## src/rtl/tft_pkg.sv

```systemverilog
// Shared opcodes, screen limits and FSM state encodings for the TFT link scheduler.
package tft_pkg;

  localparam logic [7:0] CMD_CASET = 8'h2A;
  localparam logic [7:0] CMD_PASET = 8'h2B;
  localparam logic [7:0] CMD_RAMWR = 8'h2C;

  localparam int SCREEN_W = 320;
  localparam int SCREEN_H = 480;

  typedef logic [2:0] state_t;

  localparam state_t ST_IDLE   = 3'd0;
  localparam state_t ST_GRANT  = 3'd1;
  localparam state_t ST_CASET  = 3'd2;
  localparam state_t ST_ARG_X  = 3'd3;
  localparam state_t ST_PASET  = 3'd4;
  localparam state_t ST_ARG_Y  = 3'd5;
  localparam state_t ST_RAMWR  = 3'd6;
  localparam state_t ST_STREAM = 3'd7;

endpackage

```

## src/rtl/window_cmd_gen.sv

```systemverilog
// Maps the window-programming step (0..10) and latched window to the byte and dc to send.
module window_cmd_gen
  import tft_pkg::*;
#(
  parameter int COORD_W = 9
) (
  input  logic [3:0]           step,
  input  logic [4*COORD_W-1:0] win,
  output logic [7:0]           cmd_byte,
  output logic                 dc
);

  logic [COORD_W-1:0] x0, x1, y0, y1;

  assign {x0, x1, y0, y1} = win;

  function automatic logic [7:0] hi_byte(input logic [COORD_W-1:0] v);
    return 8'(v >> 8);
  endfunction

  always_comb begin
    cmd_byte = CMD_RAMWR;
    dc       = 1'b1;
    case (step)
      4'd0:    begin cmd_byte = CMD_CASET; dc = 1'b0; end
      4'd1:    cmd_byte = hi_byte(x0);
      4'd2:    cmd_byte = x0[7:0];
      4'd3:    cmd_byte = hi_byte(x1);
      4'd4:    cmd_byte = x1[7:0];
      4'd5:    begin cmd_byte = CMD_PASET; dc = 1'b0; end
      4'd6:    cmd_byte = hi_byte(y0);
      4'd7:    cmd_byte = y0[7:0];
      4'd8:    cmd_byte = hi_byte(y1);
      4'd9:    cmd_byte = y1[7:0];
      default: begin cmd_byte = CMD_RAMWR; dc = 1'b0; end
    endcase
  end

endmodule

```

## src/rtl/tft_scheduler.sv

```systemverilog
// Arbitrates the single TFT byte transmitter between the init sequencer and two painters.
// state     | meaning
// IDLE      | no owner; pick next requester (client 0 first, then 1/2 round-robin)
// GRANT     | owner latched, window captured
// CASET     | send column-address command
// ARG_X     | send x0/x1 argument bytes
// PASET     | send page-address command
// ARG_Y     | send y0/y1 argument bytes
// RAMWR     | send memory-write command
// STREAM    | pass owner bytes through until cl_last
module tft_scheduler #(
  parameter int COORD_W  = 9,
  parameter int SCREEN_W = tft_pkg::SCREEN_W,
  parameter int SCREEN_H = tft_pkg::SCREEN_H
) (
  input  logic                 clk,
  input  logic                 rst_n,
  input  logic [2:0]           cl_req,
  output logic [2:0]           cl_grant,
  input  logic [23:0]          cl_data,
  input  logic                 cl_dc,
  input  logic [2:0]           cl_valid,
  input  logic [2:0]           cl_last,
  output logic [2:0]           cl_ready,
  output logic [2:0]           cl_err,
  input  logic [4*COORD_W-1:0] win1,
  input  logic [4*COORD_W-1:0] win2,
  output logic [7:0]           tx_data,
  output logic                 tx_dc,
  output logic                 tx_start,
  input  logic                 tx_busy,
  output logic                 init_seen
);
  import tft_pkg::*;

  localparam logic [COORD_W:0] X_LIM = (COORD_W+1)'(SCREEN_W);
  localparam logic [COORD_W:0] Y_LIM = (COORD_W+1)'(SCREEN_H);

  state_t               state, cmd_next;
  logic [1:0]           owner, pick;
  logic [3:0]           step;
  logic [4*COORD_W-1:0] win_q, pick_win;
  logic                 rr_two;
  logic                 pick_valid, pick_ok;
  logic                 own_valid, own_last;
  logic [7:0]           own_data, gen_byte;
  logic                 gen_dc, in_cmd, issue;

  function automatic logic win_ok(input logic [4*COORD_W-1:0] w);
    logic [COORD_W-1:0] a, b, c, d;
    {a, b, c, d} = w;
    return (a <= b) && ({1'b0, b} < X_LIM) && (c <= d) && ({1'b0, d} < Y_LIM);
  endfunction

  // rr_two=1 favours client 2 when both painters request together
  always_comb begin
    pick_valid = 1'b0;
    pick       = 2'd0;
    if (cl_req[0]) begin
      pick_valid = 1'b1;
    end else if (init_seen) begin
      if (cl_req[1] && (!cl_req[2] || !rr_two)) begin
        pick_valid = 1'b1;
        pick       = 2'd1;
      end else if (cl_req[2]) begin
        pick_valid = 1'b1;
        pick       = 2'd2;
      end
    end
  end

  assign pick_win = (pick == 2'd2) ? win2 : win1;
  assign pick_ok  = (pick == 2'd0) || win_ok(pick_win);

  always_comb begin
    own_valid = cl_valid[0];
    own_last  = cl_last[0];
    own_data  = cl_data[7:0];
    case (owner)
      2'd1: begin own_valid = cl_valid[1]; own_last = cl_last[1]; own_data = cl_data[15:8]; end
      2'd2: begin own_valid = cl_valid[2]; own_last = cl_last[2]; own_data = cl_data[23:16]; end
      default: ;
    endcase
  end

  always_comb begin
    cmd_next = state;
    case (step)
      4'd0:    cmd_next = ST_ARG_X;
      4'd4:    cmd_next = ST_PASET;
      4'd5:    cmd_next = ST_ARG_Y;
      4'd9:    cmd_next = ST_RAMWR;
      4'd10:   cmd_next = ST_STREAM;
      default: ;
    endcase
  end

  assign in_cmd = (state == ST_CASET) || (state == ST_ARG_X) || (state == ST_PASET) ||
                  (state == ST_ARG_Y) || (state == ST_RAMWR);
  // tx_start gate tolerates a transmitter whose busy flag rises one cycle late
  assign issue  = !tx_busy && !tx_start && (in_cmd || ((state == ST_STREAM) && own_valid));

  window_cmd_gen #(.COORD_W(COORD_W)) u_cmd_gen (
    .step     (step),
    .win      (win_q),
    .cmd_byte (gen_byte),
    .dc       (gen_dc)
  );

  always_ff @(posedge clk or negedge rst_n) begin
    if (!rst_n) begin
      state     <= ST_IDLE;
      owner     <= 2'd0;
      step      <= 4'd0;
      win_q     <= '0;
      rr_two    <= 1'b0;
      init_seen <= 1'b0;
      cl_grant  <= 3'b000;
      cl_ready  <= 3'b000;
      cl_err    <= 3'b000;
      tx_data   <= 8'h00;
      tx_dc     <= 1'b0;
      tx_start  <= 1'b0;
    end else begin
      tx_start <= 1'b0;
      cl_ready <= 3'b000;
      cl_err   <= 3'b000;
      case (state)
        ST_IDLE: begin
          cl_grant <= 3'b000;
          if (pick_valid) begin
            if (pick_ok) begin
              owner    <= pick;
              cl_grant <= 3'b001 << pick;
              win_q    <= pick_win;
              step     <= 4'd0;
              state    <= ST_GRANT;
            end else begin
              cl_err <= 3'b001 << pick;
              rr_two <= (pick == 2'd1);
            end
          end
        end
        ST_GRANT: state <= (owner == 2'd0) ? ST_STREAM : ST_CASET;
        ST_STREAM: begin
          if (issue) begin
            tx_start <= 1'b1;
            tx_data  <= own_data;
            tx_dc    <= (owner == 2'd0) ? cl_dc : 1'b1;
            cl_ready <= cl_grant;
            if (own_last) begin
              state <= ST_IDLE;
              if (owner == 2'd0) init_seen <= 1'b1;
              else               rr_two    <= ~rr_two;
            end
          end
        end
        default: begin
          if (issue) begin
            tx_start <= 1'b1;
            tx_data  <= gen_byte;
            tx_dc    <= gen_dc;
            step     <= step + 4'd1;
            state    <= cmd_next;
          end
        end
      endcase
    end
  end

endmodule

```

## config.mk

```make
export PLATFORM = sky130hd
export DESIGN_NAME = tft_scheduler
export DESIGN_NICKNAME = d
export VERILOG_FILES = /design/src/rtl/tft_pkg.sv /design/src/rtl/window_cmd_gen.sv /design/src/rtl/tft_scheduler.sv
export SDC_FILE = /design/constraint.sdc
export NUM_CORES = 1
export LEC_CHECK = 0
export ABC_CLOCK_PERIOD_IN_PS = 3880
export CAP_MARGIN = 30
export CORE_MARGIN = 1.5
export CORE_UTILIZATION = 44
export CTS_BUF_LIST = sky130_fd_sc_hd__clkbuf_2 sky130_fd_sc_hd__clkbuf_4 sky130_fd_sc_hd__clkbuf_8
export CTS_CLUSTER_SIZE = 16
export DETAILED_ROUTE_END_ITERATION = 6
export MAX_ROUTING_LAYER = met4
export PLACE_DENSITY = 0.91
export SYNTH_ARGS = -nofsm -noshare
export SYNTH_HDL_FRONTEND = slang
export SYNTH_SLANG_ARGS = --single-unit
```

## constraint.sdc

```tcl
create_clock -name clk -period 3.88 [get_ports clk]
set_input_delay 0.776 -clock clk [delete_from_list [all_inputs] [get_ports clk]]
set_output_delay 0.776 -clock clk [all_outputs]
set_load 0.05 [all_outputs]
```

# Yosys cells after proc, flatten, opt, wreduce, memory -nomap -nowiden
# Cells that the tools add are included.
# totals
input_bits	109
register_bits	66
wordCells	131
# op_classes
shifts	1
mux	48
n_eq_ne	27
magnitude_cmp	4
n_reduce_logical	35
bitwise_logic	3
addsub	1
# ops
op	n
one-hot mux 8 bit (10 select lines)	1
2-to-1 mux 3 bit	13
2-to-1 mux 36 bit	1
one-hot mux 8 bit (2 select lines)	2
less-or-equal comparator 9 bit	2
< comparator 9 bit, second input constant	2
equality test 4 x 3 -> 1 bit, second input constant	4
2-to-1 mux 8 bit	2
2-to-1 mux 1 bit	15
one-hot mux 3 bit (5 select lines)	1
equality test 3 bit, second input constant	4
equality test 4 bit, second input constant	3
2-to-1 mux 4 bit	3
inequality test 2 bit, second input constant	6
AND reduction 6 bit	2
one-hot mux 3 bit (3 select lines)	1
equality test 4 x 2 -> 1 bit, second input constant	2
2-to-1 mux 2 bit	4
one-hot mux 1 bit (2 select lines)	4
one-hot mux 4 bit (2 select lines)	1
AND reduction 4 bit	2
nonzero test 8 bit	1
OR reduction 8 bit	1
logical AND 1 bit	7
18 further kinds	35

# Logic depth before layout (Yosys ltp)
# Gate-level depths: netlist of the first run.
# depth
word_depth	16
ltp_mapped	15
ltp_nobuf	11

# Modules after synthesis
# From an unflattened synthesis of the first run, not the netlist that was laid out.
# unflattened
cells_unflattened	464
hier_area_um2	4409.2
# modules_own_cells
module	area_each_um2	cells_per_inst	instances	seq_area_each_um2
tft_scheduler	3976.3	400	1	1651.6
window_cmd_gen	432.9	64	1	0.0

# Worst setup path after synthesis of the first run
# OpenSTA, ideal clock, no wires.
# synth_path
path_type	input to register
startpoint	in cl_req[0]
endpoint	reg win_q[16]
slack_ps	-237
t_required_ps	3755
cell_stages	14
t_arrival_ps	3993
n_path_buf	4
cell_sequence	nor2b_1 and3_1 clkbuf_1 buf_1 buf_2 mux2i_1 ha_1 a21o_1 a21o_1 a2111oi_2 o221ai_2 a21oi_4 buf_4 mux2_2
# synth_between
elab_chain_len	9
elab_cells_between_ends	14
cone_classes	4 x order compare; 1 x eq/ne; 3 x mux; 6 x reduce/logical
# synth_rtl
element	line_no	rtl
from (decl)	tft_scheduler.sv:18	input logic [2:0] cl_req,
2-to-1 mux 2 bit	tft_scheduler.sv:59	if (cl_req[0]) begin
equality test 2 bit	tft_scheduler.sv:72	assign pick_win = (pick == 2'd2) ? win2 : win1;
2-to-1 mux 36 bit	tft_scheduler.sv:72	
less-or-equal comparator 9 bit / < comparator 9 bit (equally long branches)	tft_scheduler.sv:52	return (a <= b) && ({1'b0, b} < X_LIM) && (c <= d) && ({1'b0, d} < Y_LIM);
logical AND 1 bit (3 in series)	tft_scheduler.sv:52	
logical OR 1 bit	tft_scheduler.sv:73	assign pick_ok = (pick == 2'd0) || win_ok(pick_win);
AND reduction 3 bit (no source line)	--	
to (signal assigned)	tft_scheduler.sv:135	win_q <= pick_win;
to (decl)	tft_scheduler.sv:42	logic [4*COORD_W-1:0] win_q, pick_win;
# Several ways; a longest one is shown, not always the timed one.
# A chain may end at the register's enable or synchronous reset.

# Worst setup path after layout of the first run
# layout_path
startpoint	in cl_req[0]
endpoint	reg win_q[15]
# Same word-level chain as after synthesis.

==> flow_summary_export.csv, run 1 <==
group,metric,value,unit
power,peakVddDrop,257,uV
clock_tree,clk_latency,0.36,ns
detailed_routing,route.met3.wl,1220,um
detailed_routing,highest_layer,"met4",
clock_tree,path_clk_slew,0.08,ns
sta,relSlewSlack,37.2,%
run_status,status,"complete, no violations",
global_routing,grt_pass1_wl,22800,um
sta,finalCritPeriodShare,99.4,%
worst_setup_path,required,4.13,ns
final_layout,multiInputGateArea,2680,um2
worst_setup_path,path_class,"input port to flip-flop",
die,core_region_area,9280,um2
synthesis,syn_nets,579,
die,dieArea,10200,um2
worst_setup_path,setup.worst_path.start_class,"input port",
synthesis,synth_ff_type,"dfrtp_1",
detailed_routing,avgRoutedWirePerCell,19.7,um
die,rows,35,
synthesis,synth.avg_cell_area,9.51,um2
die,die_h,101,um
clock_tree,cts_made_buffers,9,
sta,min_period,3.86,ns
detailed_routing,wl_met2,7290,um
sta,skew,0.00760,ns
final_layout,syn_to_final_growth,57.8,%
synthesis,synth_most_common_cell,"dfrtp_1",
power,power,4.31,mW
power,power_density,646,nW/um2
final_layout,nets,753,
sta,finalSetupViolCount,0,
synthesis,syn_area,4230,um2
worst_hold_path,hp-class,"input port to async pin",
sta,timing.fmax,0.259,GHz
sta,worstMarginPinSlew,0.935,ns
place,gp_congestion,0.916,
detailed_routing,wl_met1,5840,um
global_routing,antenna_found_initial,0,
synthesis,async_flop_share,100,%
clock_tree,htreeDepth,3,
sta,maxSlewViolCount,0,
clock_tree,cts_tree,"built",
power,leakage,2.74,nW
clock_tree,clock_path_buffers,2,
sta,finalHoldViolCount,0,
die,die_w,101,um
final_layout,final_util,71.9,%
place,post-place-ws,-0.504,ns
synthesis,synth_edf_count,0,
die,ios,129,
clock_tree,cts_root_buf,"clkbuf_8",
clock_tree,cts_hold_buffers,0,
detailed_routing,dr.pass1.iters,5,
global_routing,grt_pass1_vias,4549,
final_layout,diodes,0,
synthesis,synth_seq_cells,66,
detailed_routing,antenna_left,0,
detailed_routing,drc,0,
detailed_routing,avgViaCountPerCell,5.95,
synthesis,yosysWarnings,0,
synthesis,synth_area_leaders,"dfrtp_1 39%, mux2_2 11%, ha_1 7.4%, a21oi_1 4.9%, mux2i_1 4.7%",
worst_setup_path,cp-end-kind,"flip-flop",
synthesis,synth_top_area_share,39.0,%
global_routing,grt_max_degree,31,
worst_setup_path,cp_max_fo,10,
final_layout,ff_latch_area,1650,um2
global_routing,grt.total_usage,30.0,%
die,initial_core_util,45.6,%
synthesis,synth.distinct_cells,50,
synthesis,syn_inst,445,
global_routing,grt.overflow.total,0,
synthesis,synth_area_leader_cell,"dfrtp_1",
run,maxCapViolations,0,
final_layout,n_fill_cell,637,
detailed_routing,vias,4480,
final_layout,fin_cells,753,
final_layout,drive_above_1_share,24.5,%
place,place_inst,720,
clock_tree,cts.sinks,66,
place,hpwl,9840,um
synthesis,synthTopCellsByCount,"66 x dfrtp_1, 41 x a21oi_1, 41 x mux2_2",
worst_setup_path,worstPathArrival,4.11,ns
place,port_buffers,128,
detailed_routing,routed_wl,14800,um
detailed_routing,drt_iter0_drc,410,
sta,setup_slack,0.0249,ns
synthesis,seq_area_frac_synth,39.0,%
area by class of cell:
type / count / share of cell area (%)
clock buffer: 11 / 2.27
clock inverter: 5 / 1.27
inverter: 14 / 0.787
multi-input combinational: 339 / 40.2
sequential: 66 / 24.7
tap: 129 / 2.42
timing repair buffer: 189 / 28.3
worst max-delay path, stage by stage:
cell           delay [ns]
dlygate4sd2_1        0.26
nor2b_2              0.13
and3_4               0.26
buf_12               0.12
buf_16               0.13
buf_4                0.17
mux2i_1              0.37
ha_1                 0.31
o21ai_0              0.24
nand2b_1             0.13
o211ai_1             0.16
o221ai_4             0.20
a21oi_4              0.22
buf_6                0.14
buf_16               0.13
mux2_2               0.34
kinds of logic (layout without fill, tap and decap cells):
logic type	count (synthesis)	in the layout	share of synthesized area, %
buf+inv	40	219	3.90
flops	66	66	39.0
other cells	1	1	0.0886
simple gates	111	111	12.4
fa+ha+maj	25	25	7.39
compound gates	141	141	21.5
mux	61	61	15.6
report_power, final:
group	switching, mW	total [mW]	internal [mW]
clock network	0.299	0.699	0.400
registers	0.303	1.30	0.994
logic	1.30	2.32	1.01
total	1.90	4.31	2.41
cells in the final DEF, fill, tap and decap left out, types with 13 or more instances in the layout:
cell type and n:
a21oi_1 38, a22oi_1 14, buf_4 46, clkdlybuf4s50_1 124, dfrtp_1 66, ha_1 16
inv_1 14, mux2_2 33, mux2i_1 13, nand2_1 26, nor2_1 38, o21ai_0 36
stage by stage:
step | TNS [ns] | hold slack, ns | cell area (um2)
floorplan | 0 | 0.475 | 4240
global placement | -19.76 | 0.462 | 5920
detailed placement | -18.92 | 0.472 | 5920
CTS | 0 | 0.352 | 6560
global route | -0.257 | 0.370 | 6670
finish | 0 | 0.341 | 6670
per-layer routing:
layer  global-route usage, %  vias up
met3                    5.34       44
met5                       -        -
met4                    14.1        0
li1                        -     2012
met2                    51.1      293
met1                    34.2     2131
repair_timing:
action,CTS,global route
resized for setup,43,15
pin swaps,9,8
endpoints found under the setup margin,37,44
setup buffers,10,3
cloned,4,0
flip-flops by register name, summed over array words and instances, names as in the netlist:
register	cells
win_q	36
tx_data	8
step	4
cl_err	3
cl_grant	3
cl_ready	3
state	3
owner	2
init_seen	1
rr_two	1
tx_dc	1
tx_start	1
path summary, 6_finish.rpt:
check	from	to	slack (ns)	depth (start not counted)
min in group clk	tx_data[0]	tx_data[0]	0.49	2
worst min register to register	tx_data[0]	tx_data[0]	0.49	2
worst max-delay path	cl_req[0]	win_q[15]	0.02	16
max in group asynchronous	rst_n	win_q[14]	2.80	2
worst min-delay path	rst_n	cl_ready[1]	0.34	1
worst max register to register	init_seen	win_q[15]	0.25	15
(Power assumes the default switching activity.)
==> run 2: changes to the inputs <==
--- a/config.mk
+++ b/config.mk
@@ -12,7 +12,6 @@
 export CTS_BUF_LIST = sky130_fd_sc_hd__clkbuf_2 sky130_fd_sc_hd__clkbuf_4 sky130_fd_sc_hd__clkbuf_8
 export CTS_CLUSTER_SIZE = 16
 export DETAILED_ROUTE_END_ITERATION = 6
-export MAX_ROUTING_LAYER = met4
 export PLACE_DENSITY = 0.91
 export SYNTH_ARGS = -nofsm -noshare
 export SYNTH_HDL_FRONTEND = slang
==> run 2 against run 1 <==
  * Non-clock buffer count grew 3
  * Combinational power grew 2%
  * Core utilization is 1.8 points higher
  * Global-route usage fell by 0.40 points
  * Via count grew 1.4%
  * Count of clock-buffer cells in the layout is 1 lower
  * Cell count increased by 0.40%
  * Clock skew up 0.0044 ns
  * Clock power increased by 15%
  * Routed wire length grew 0.96%
  * Fmax up 0.31%
  * Total power increased by 3.6%
  * Critical endpoint is now win_q[12]
  * Largest cell class unchanged
  * Largest power group unchanged
  * Highest routed layer unchanged
==> flow_summary_export.csv, run 2 (synthesis gave the netlist of run 1 again) <==
group,metric,value,unit
run_status,status,"complete, no violations",
global_routing,antenna_found_initial,0,
global_routing,grt.total_usage,29.6,%
global_routing,grt_max_degree,30,
clock_tree,cts_root_buf,"clkbuf_8",
power,power_density,653,nW/um2
global_routing,grt.overflow.total,0,
die,initial_core_util,45.6,%
sta,maxSlewViolCount,0,
sta,timing.fmax,0.260,GHz
final_layout,largest_reg_flops,36,
final_layout,top_register,"win_q",
detailed_routing,avgViaCountPerCell,6.01,
final_layout,layout_common_cells,"124 x clkdlybuf4s50_1, 66 x dfrtp_1, 47 x buf_4",
die,core_region_area,9280,um2
worst_setup_path,r2r_setup_slack,0.29,ns
die,rows,35,
clock_tree,cts_made_buffers,9,
sta,setup_slack,0.0371,ns
final_layout,n_fill_cell,603,
clock_tree,cts.sinks,66,
sta,finalSetupViolCount,0,
sta,finalHoldViolCount,0,
detailed_routing,vias,4544,
detailed_routing,routed_wl,15000,um
clock_tree,clock_path_buffers,2,
clock_tree,path_clk_slew,0.08,ns
final_layout,fin_cells,756,
sta,finalCritPeriodShare,99.0,%
die,die_w,101,um
place,hpwl,9770,um
worst_setup_path,setup.worst_path.start_class,"input port",
worst_setup_path,worstPathArrival,4.08,ns
worst_setup_path,cp-end-kind,"flip-flop",
global_routing,grt_pass1_vias,4627,
final_layout,mostFrequentLayoutCell,"clkdlybuf4s50_1",
detailed_routing,antenna_left,0,
sta,min_period,3.84,ns
worst_setup_path,path_class,"input port to flip-flop",
clock_tree,clk_latency,0.36,ns
final_layout,top_regs,"win_q (36), tx_data (8), step (4)",
sta,skew,0.0120,ns
sta,relSlewSlack,39.3,%
detailed_routing,dr.pass1.iters,7,
final_layout,diodes,0,
clock_tree,cts_tree,"built",
global_routing,grt_use_met1,34.0,%
detailed_routing,drt_iter0_drc,411,
sta,hold_ws,0.373,ns
global_routing,grt_use_met3,6.31,%
worst_setup_path,cp_max_fo,7,
place,place_inst,721,
run,maxCapViolations,0,
global_routing,use_met2,52.2,%
detailed_routing,drc,0,
clock_tree,htreeDepth,3,
power,peakVddDrop,339,uV
die,die_h,101,um
final_layout,ff_latch_area,1650,um2
clock_tree,cts_hold_buffers,0,
worst_setup_path,required,4.12,ns
final_layout,multiInputGateArea,2740,um2
place,gp_congestion,0.901,
global_routing,top_usage_layer,"met2",
final_layout,syn_to_final_growth,61.6,%
global_routing,grt_pass1_wl,23100,um
die,ios,129,
die,dieArea,10200,um2
sta,tns,0,ns
power,leakage,2.81,nW
place,post-place-ws,-0.532,ns
worst_hold_path,hp-class,"input port to async pin",
final_layout,nets,756,
detailed_routing,avgRoutedWirePerCell,19.8,um
place,port_buffers,128,
sta,worstMarginPinSlew,0.904,ns
final_layout,drive_above_1_share,25.7,%
run 2: metal layers:
layer	vias to the layer above	routed length, um
met5	-	0
met3	60	1260
met4	0	604
met2	304	7460
met1	2166	5650
li1	2014	-
run 2: critical path, cell delays in order:
cell and delay, ns:
dlygate4sd2_1 0.26, nor2b_2 0.13, and3_4 0.25, buf_12 0.12
buf_16 0.13, mux2i_4 0.27, ha_4 0.24, a2111oi_4 0.37
o221ai_2 0.15, o211ai_1 0.28, o221ai_4 0.19, a21oi_4 0.19
buf_6 0.14, buf_12 0.10, buf_12 0.12, mux2_2 0.34
run 2: path summary, 6_finish.rpt:
| check | depth (start not counted) | start | end |
|---|---|---|---|
| worst max-delay path | 16 | cl_req[0] | win_q[12] |
| worst min-delay path | 1 | rst_n | cl_ready[0] |
| worst max register to register | 15 | init_seen | win_q[12] |
| worst min register to register | 1 | tx_dc | tx_dc |
| max in group asynchronous | 2 | rst_n | win_q[22] |
| min in group clk | 1 | tx_dc | tx_dc |
run 2: stage by stage:
step / instance area (um2) / util, % / power, mW
finish: 6840 / 73.7 / 4.47
global route: 6840 / 73.7 / 4.72
CTS: 6750 / 72.7 / 4.32
detailed placement: 5930 / 63.9 / 3.36
global placement: 5930 / 63.9 / 3.26
floorplan: 4240 / - / 2.64
run 2: power by group:
group | internal (mW) | switching, mW
clock network | 0.512 | 0.289
registers | 0.995 | 0.303
logic | 1.04 | 1.33
run 2: timing repair:
| item | in CTS | in global routing |
|---|---|---|
| endpoints found under the setup margin | 40 | 42 |
| pin swaps | 13 | 6 |
| buffers inserted | 12 | 3 |
| gates resized for setup | 55 | 12 |
| cloned | 4 | 0 |
run 2: layout make-up:
cell class	count	share of cell area, %
clock inverters	6	2.01
multi-input cells	339	40.0
well taps	129	2.36
inverters	14	0.769
flip-flops and latches	66	24.2
clock buffers	10	2.01
repair buffers	192	28.7
==> run 3: changes to the inputs <==
--- a/config.mk
+++ b/config.mk
@@ -8,11 +8,13 @@
 export ABC_CLOCK_PERIOD_IN_PS = 3880
 export CAP_MARGIN = 30
 export CORE_MARGIN = 1.5
-export CORE_UTILIZATION = 44
+export CORE_UTILIZATION = 45
 export CTS_BUF_LIST = sky130_fd_sc_hd__clkbuf_2 sky130_fd_sc_hd__clkbuf_4 sky130_fd_sc_hd__clkbuf_8
 export CTS_CLUSTER_SIZE = 16
 export DETAILED_ROUTE_END_ITERATION = 6
-export PLACE_DENSITY = 0.91
+export GPL_ROUTABILITY_DRIVEN = 0
+export PLACE_DENSITY = 0.92
 export SYNTH_ARGS = -nofsm -noshare
 export SYNTH_HDL_FRONTEND = slang
+export SYNTH_HIERARCHICAL = 1
 export SYNTH_SLANG_ARGS = --single-unit
==> run 3 against run 2 <==
  * The flow now finishes with violations (DRC)
  * Sequential cell count is the same
  * Cell count grew 1.1%
  * Die area grew 1.9%
  * Sequential share of layout area grew 1.2 points
  * Highest routed layer unchanged
==> flow_summary_export.csv, run 3 <==
group,metric,value,unit
die,core_region_area,9370,um2
run_status,failed_checks,"DRC",
place,port_buffers,128,
global_routing,antenna_found_initial,0,
global_routing,grt.total_usage,27.4,%
synthesis,synth_edf_count,0,
power,leakage,2.74,nW
detailed_routing,drc,1,
final_layout,diodes,0,
run,maxCapViolations,0,
sta,worstMarginPinSlew,0.792,ns
final_layout,top_regs,"win_q (36), tx_data (8), step (4)",
worst_setup_path,worst_r2r_path_depth,12,
clock_tree,cts_tree,"built",
worst_setup_path,cp_common_cell,"mux2_2",
global_routing,grt_pass1_wl,21800,um
worst_setup_path,crit_chain,"dlygate4sd2_1, nor2b_2, and3_4, buf_6, mux2_2, ha_1, or4_4, a221o_1, o211ai_2, o211ai_4, o21ai_4, buf_12, mux2_2",
detailed_routing,dr.pass1.iters,7,
detailed_routing,highest_layer,"met4",
detailed_routing,wl_met2,7020,um
place,placed_area,6070,um2
synthesis,seq_area_frac_synth,37.5,%
sta,relSlewSlack,47.2,%
synthesis,synth.distinct_cells,65,
power,p_seq_share,32.2,%
final_layout,layout_common_cells,"124 x clkdlybuf4s50_1, 66 x dfrtp_1, 50 x a21oi_1",
sta,skew,0.00678,ns
power,combPwrFrac,53.2,%
power,power_density,642,nW/um2
clock_tree,cts_root_buf,"clkbuf_8",
die,initial_core_util,47.0,%
synthesis,synth_fa_ha_area_share,7.09,%
run_status,status,"finished, violations left",
synthesis,synth-simple-area-share,14.2,%
detailed_routing,drt_iter0_drc,307,
die,die_h,102,um
worst_setup_path,cp_slowest_cell,"or4_4",
synthesis,syn_inst,464,
final_layout,largest_reg_flops,36,
sta,finalCritPeriodShare,98.3,%
final_layout,mostFrequentLayoutCell,"clkdlybuf4s50_1",
die,die_w,102,um
detailed_routing,avgViaCountPerCell,5.86,
detailed_routing,route.met3.wl,1300,um
clock_tree,clk_latency,0.35,ns
final_layout,design_area,6520,um2
final_layout,fin_cells,764,
synthesis,synth_area_leader_cell,"dfrtp_1",
worst_setup_path,path_class,"input port to flip-flop",
clock_tree,htreeDepth,3,
synthesis,synth_top_family_by_area,"compound AO/OA/AOI/OAI gates",
sta,timing.fmax,0.262,GHz
worst_setup_path,required,4.12,ns
place,hpwl,10600,um
detailed_routing,vias,4475,
synthesis,synth_ff_type,"dfrtp_1",
power,p_clk_share,14.6,%
synthesis,synth_compound_area_share,20.9,%
detailed_routing,antenna_left,0,
power,p_sw_share,45.2,%
synthesis,syn_area,4410,um2
die,rows,35,
synthesis,async_flop_share,100,%
power,power_switching,1.89,mW
final_layout,final_util,69.6,%
clock_tree,path_clk_slew,0.07,ns
synthesis,synth.avg_cell_area,9.50,um2
power,power.internal,2.29,mW
sta,finalSetupViolCount,0,
worst_setup_path,cp_max_fo,13,
global_routing,grt.overflow.total,0,
global_routing,grt_pass1_vias,4471,
worst_setup_path,cp-end-kind,"flip-flop",
synthesis,muxShareOfSynthArea,14.6,%
final_layout,n_fill_cell,685,
sta,maxSlewViolCount,0,
sta,finalHoldViolCount,0,
worst_setup_path,worstPathArrival,4.05,ns
worst_setup_path,setup.worst_path.start_class,"input port",
synthesis,synthTopCellsByCount,"66 x dfrtp_1, 51 x a21oi_1, 47 x nor2_1",
detailed_routing,wl_met1,5430,um
die,dieArea,10400,um2
detailed_routing,routed_wl,14100,um
clock_tree,clock_path_buffers,2,
synthesis,yosysWarnings,6,
final_layout,nets,764,
clock_tree,cts.sinks,66,
final_layout,syn_to_final_growth,47.8,%
synthesis,syn_nets,598,
synthesis,synth_top_area_share,37.5,%
worst_hold_path,hp-class,"input port to async pin",
synthesis,synth_seq_cells,66,
sta,min_period,3.81,ns
place,place_inst,740,
global_routing,grt_max_degree,37,
die,ios,129,
synthesis,synth_most_common_cell,"dfrtp_1",
synthesis,yosys.area_share.xor_xnor,0.199,%
worst_setup_path,cpPeakStageDelay,0.49,ns
synthesis,synth_area_leaders,"dfrtp_1 37%, mux2_2 7.2%, ha_1 7.1%, a21oi_1 5.8%, mux2i_1 5.4%",
final_layout,drive_above_1_share,20.8,%
clock_tree,cts_hold_buffers,0,
clock_tree,cts_made_buffers,9,
sta,hold_ws,0.471,ns
power,peakVddDrop,304,uV
detailed_routing,avgRoutedWirePerCell,18.5,um
final_layout,top_register,"win_q",
## run 3: cell count changes in the layout (fill, tap and decap cells not counted), moves of 6 or more
cell / before / now
o21ai_0: 36 / 20
a21oi_1: 38 / 50
nor3_1: 3 / 14
ha_4: 9 / 1
mux2_1: 0 / 8
nor2_1: 39 / 47
a32oi_1: 10 / 3
ha_1: 15 / 22
mux2_2: 32 / 25
nand2_1: 25 / 18
mux2_4: 9 / 3
## run 3: final timing paths
check                           from   endpoint  slack (ns)
setup / recovery           cl_req[0]  win_q[29]        0.07
hold / removal                 rst_n   tx_start        0.47
setup reg to reg           init_seen  win_q[29]        0.30
hold reg to reg            win_q[18]  win_q[18]        0.50
max in group asynchronous      rst_n  win_q[24]        2.46
min in group clk           win_q[18]  win_q[18]        0.50
## run 3: layer usage
layer / vias to the layer above / global-route usage [%]
li1: 2045 / -
met4: 0 / 11.2
met5: - / 0
met1: 2113 / 32.5
met2: 273 / 48.5
met3: 44 / 5.75
## run 3: timing repair
item | 4_1_cts | 5_1_grt
resized for setup | 24 | 15
endpoints found under the hold margin | 0 | 0
gates cloned | 1 | 0
setup buffers | 7 | 0
setup endpoints to repair | 41 | 43
pin swaps | 6 | 3
## run 3: final cells by class
type                       instances  area, um2  share of cell area (%)
sequential                        66       1650                    25.3
tap                              129        161                    2.48
timing repair buffer             184       1800                    27.6
multi-input combinational        350       2630                    40.3
clock buffer                      12        159                    2.44
inverter                          19       71.3                    1.09
clock inverter                     4       50.0                   0.768
## run 3: cells by family after synthesis
family / Yosys count
flip-flops: 66
adder cells (fa/ha/maj): 25
XOR/XNOR: 1
AO/OA/AOI/OAI: 137
other: 1
multiplexers: 60
buffers and inverters: 48
AND/OR/NAND/NOR: 126
## run 3: through the flow
stage	worst slack (ns)	TNS, ns	power, mW
floorplan	0.0351	0	2.75
global placement	-0.318	-10.84	3.33
detailed placement	-0.457	-17.36	3.46
CTS	-0.00151	-0.00151	4.12
global route	-0.0267	-0.133	4.44
finish	0.0652	0	4.18
## run 3: power groups by stage
stage | Clock (mW) | Sequential (mW) | Combinational (mW)
floorplan | 0 | 1.44 | 1.31
detailed placement | 0 | 1.34 | 2.13
CTS | 0.608 | 1.32 | 2.18
finish | 0.611 | 1.35 | 2.23
global route | 0.639 | 1.38 | 2.42
global placement | 0 | 1.31 | 2.02
## run 3: critical path: cells and delay by family
family	cells	cell delay, ns
AND/OR/NAND/NOR	3	0.89
AO/OA/AOI/OAI	4	0.89
multiplexers	2	0.70
buffers and inverters	3	0.58
adder cells (fa/ha/maj)	1	0.20
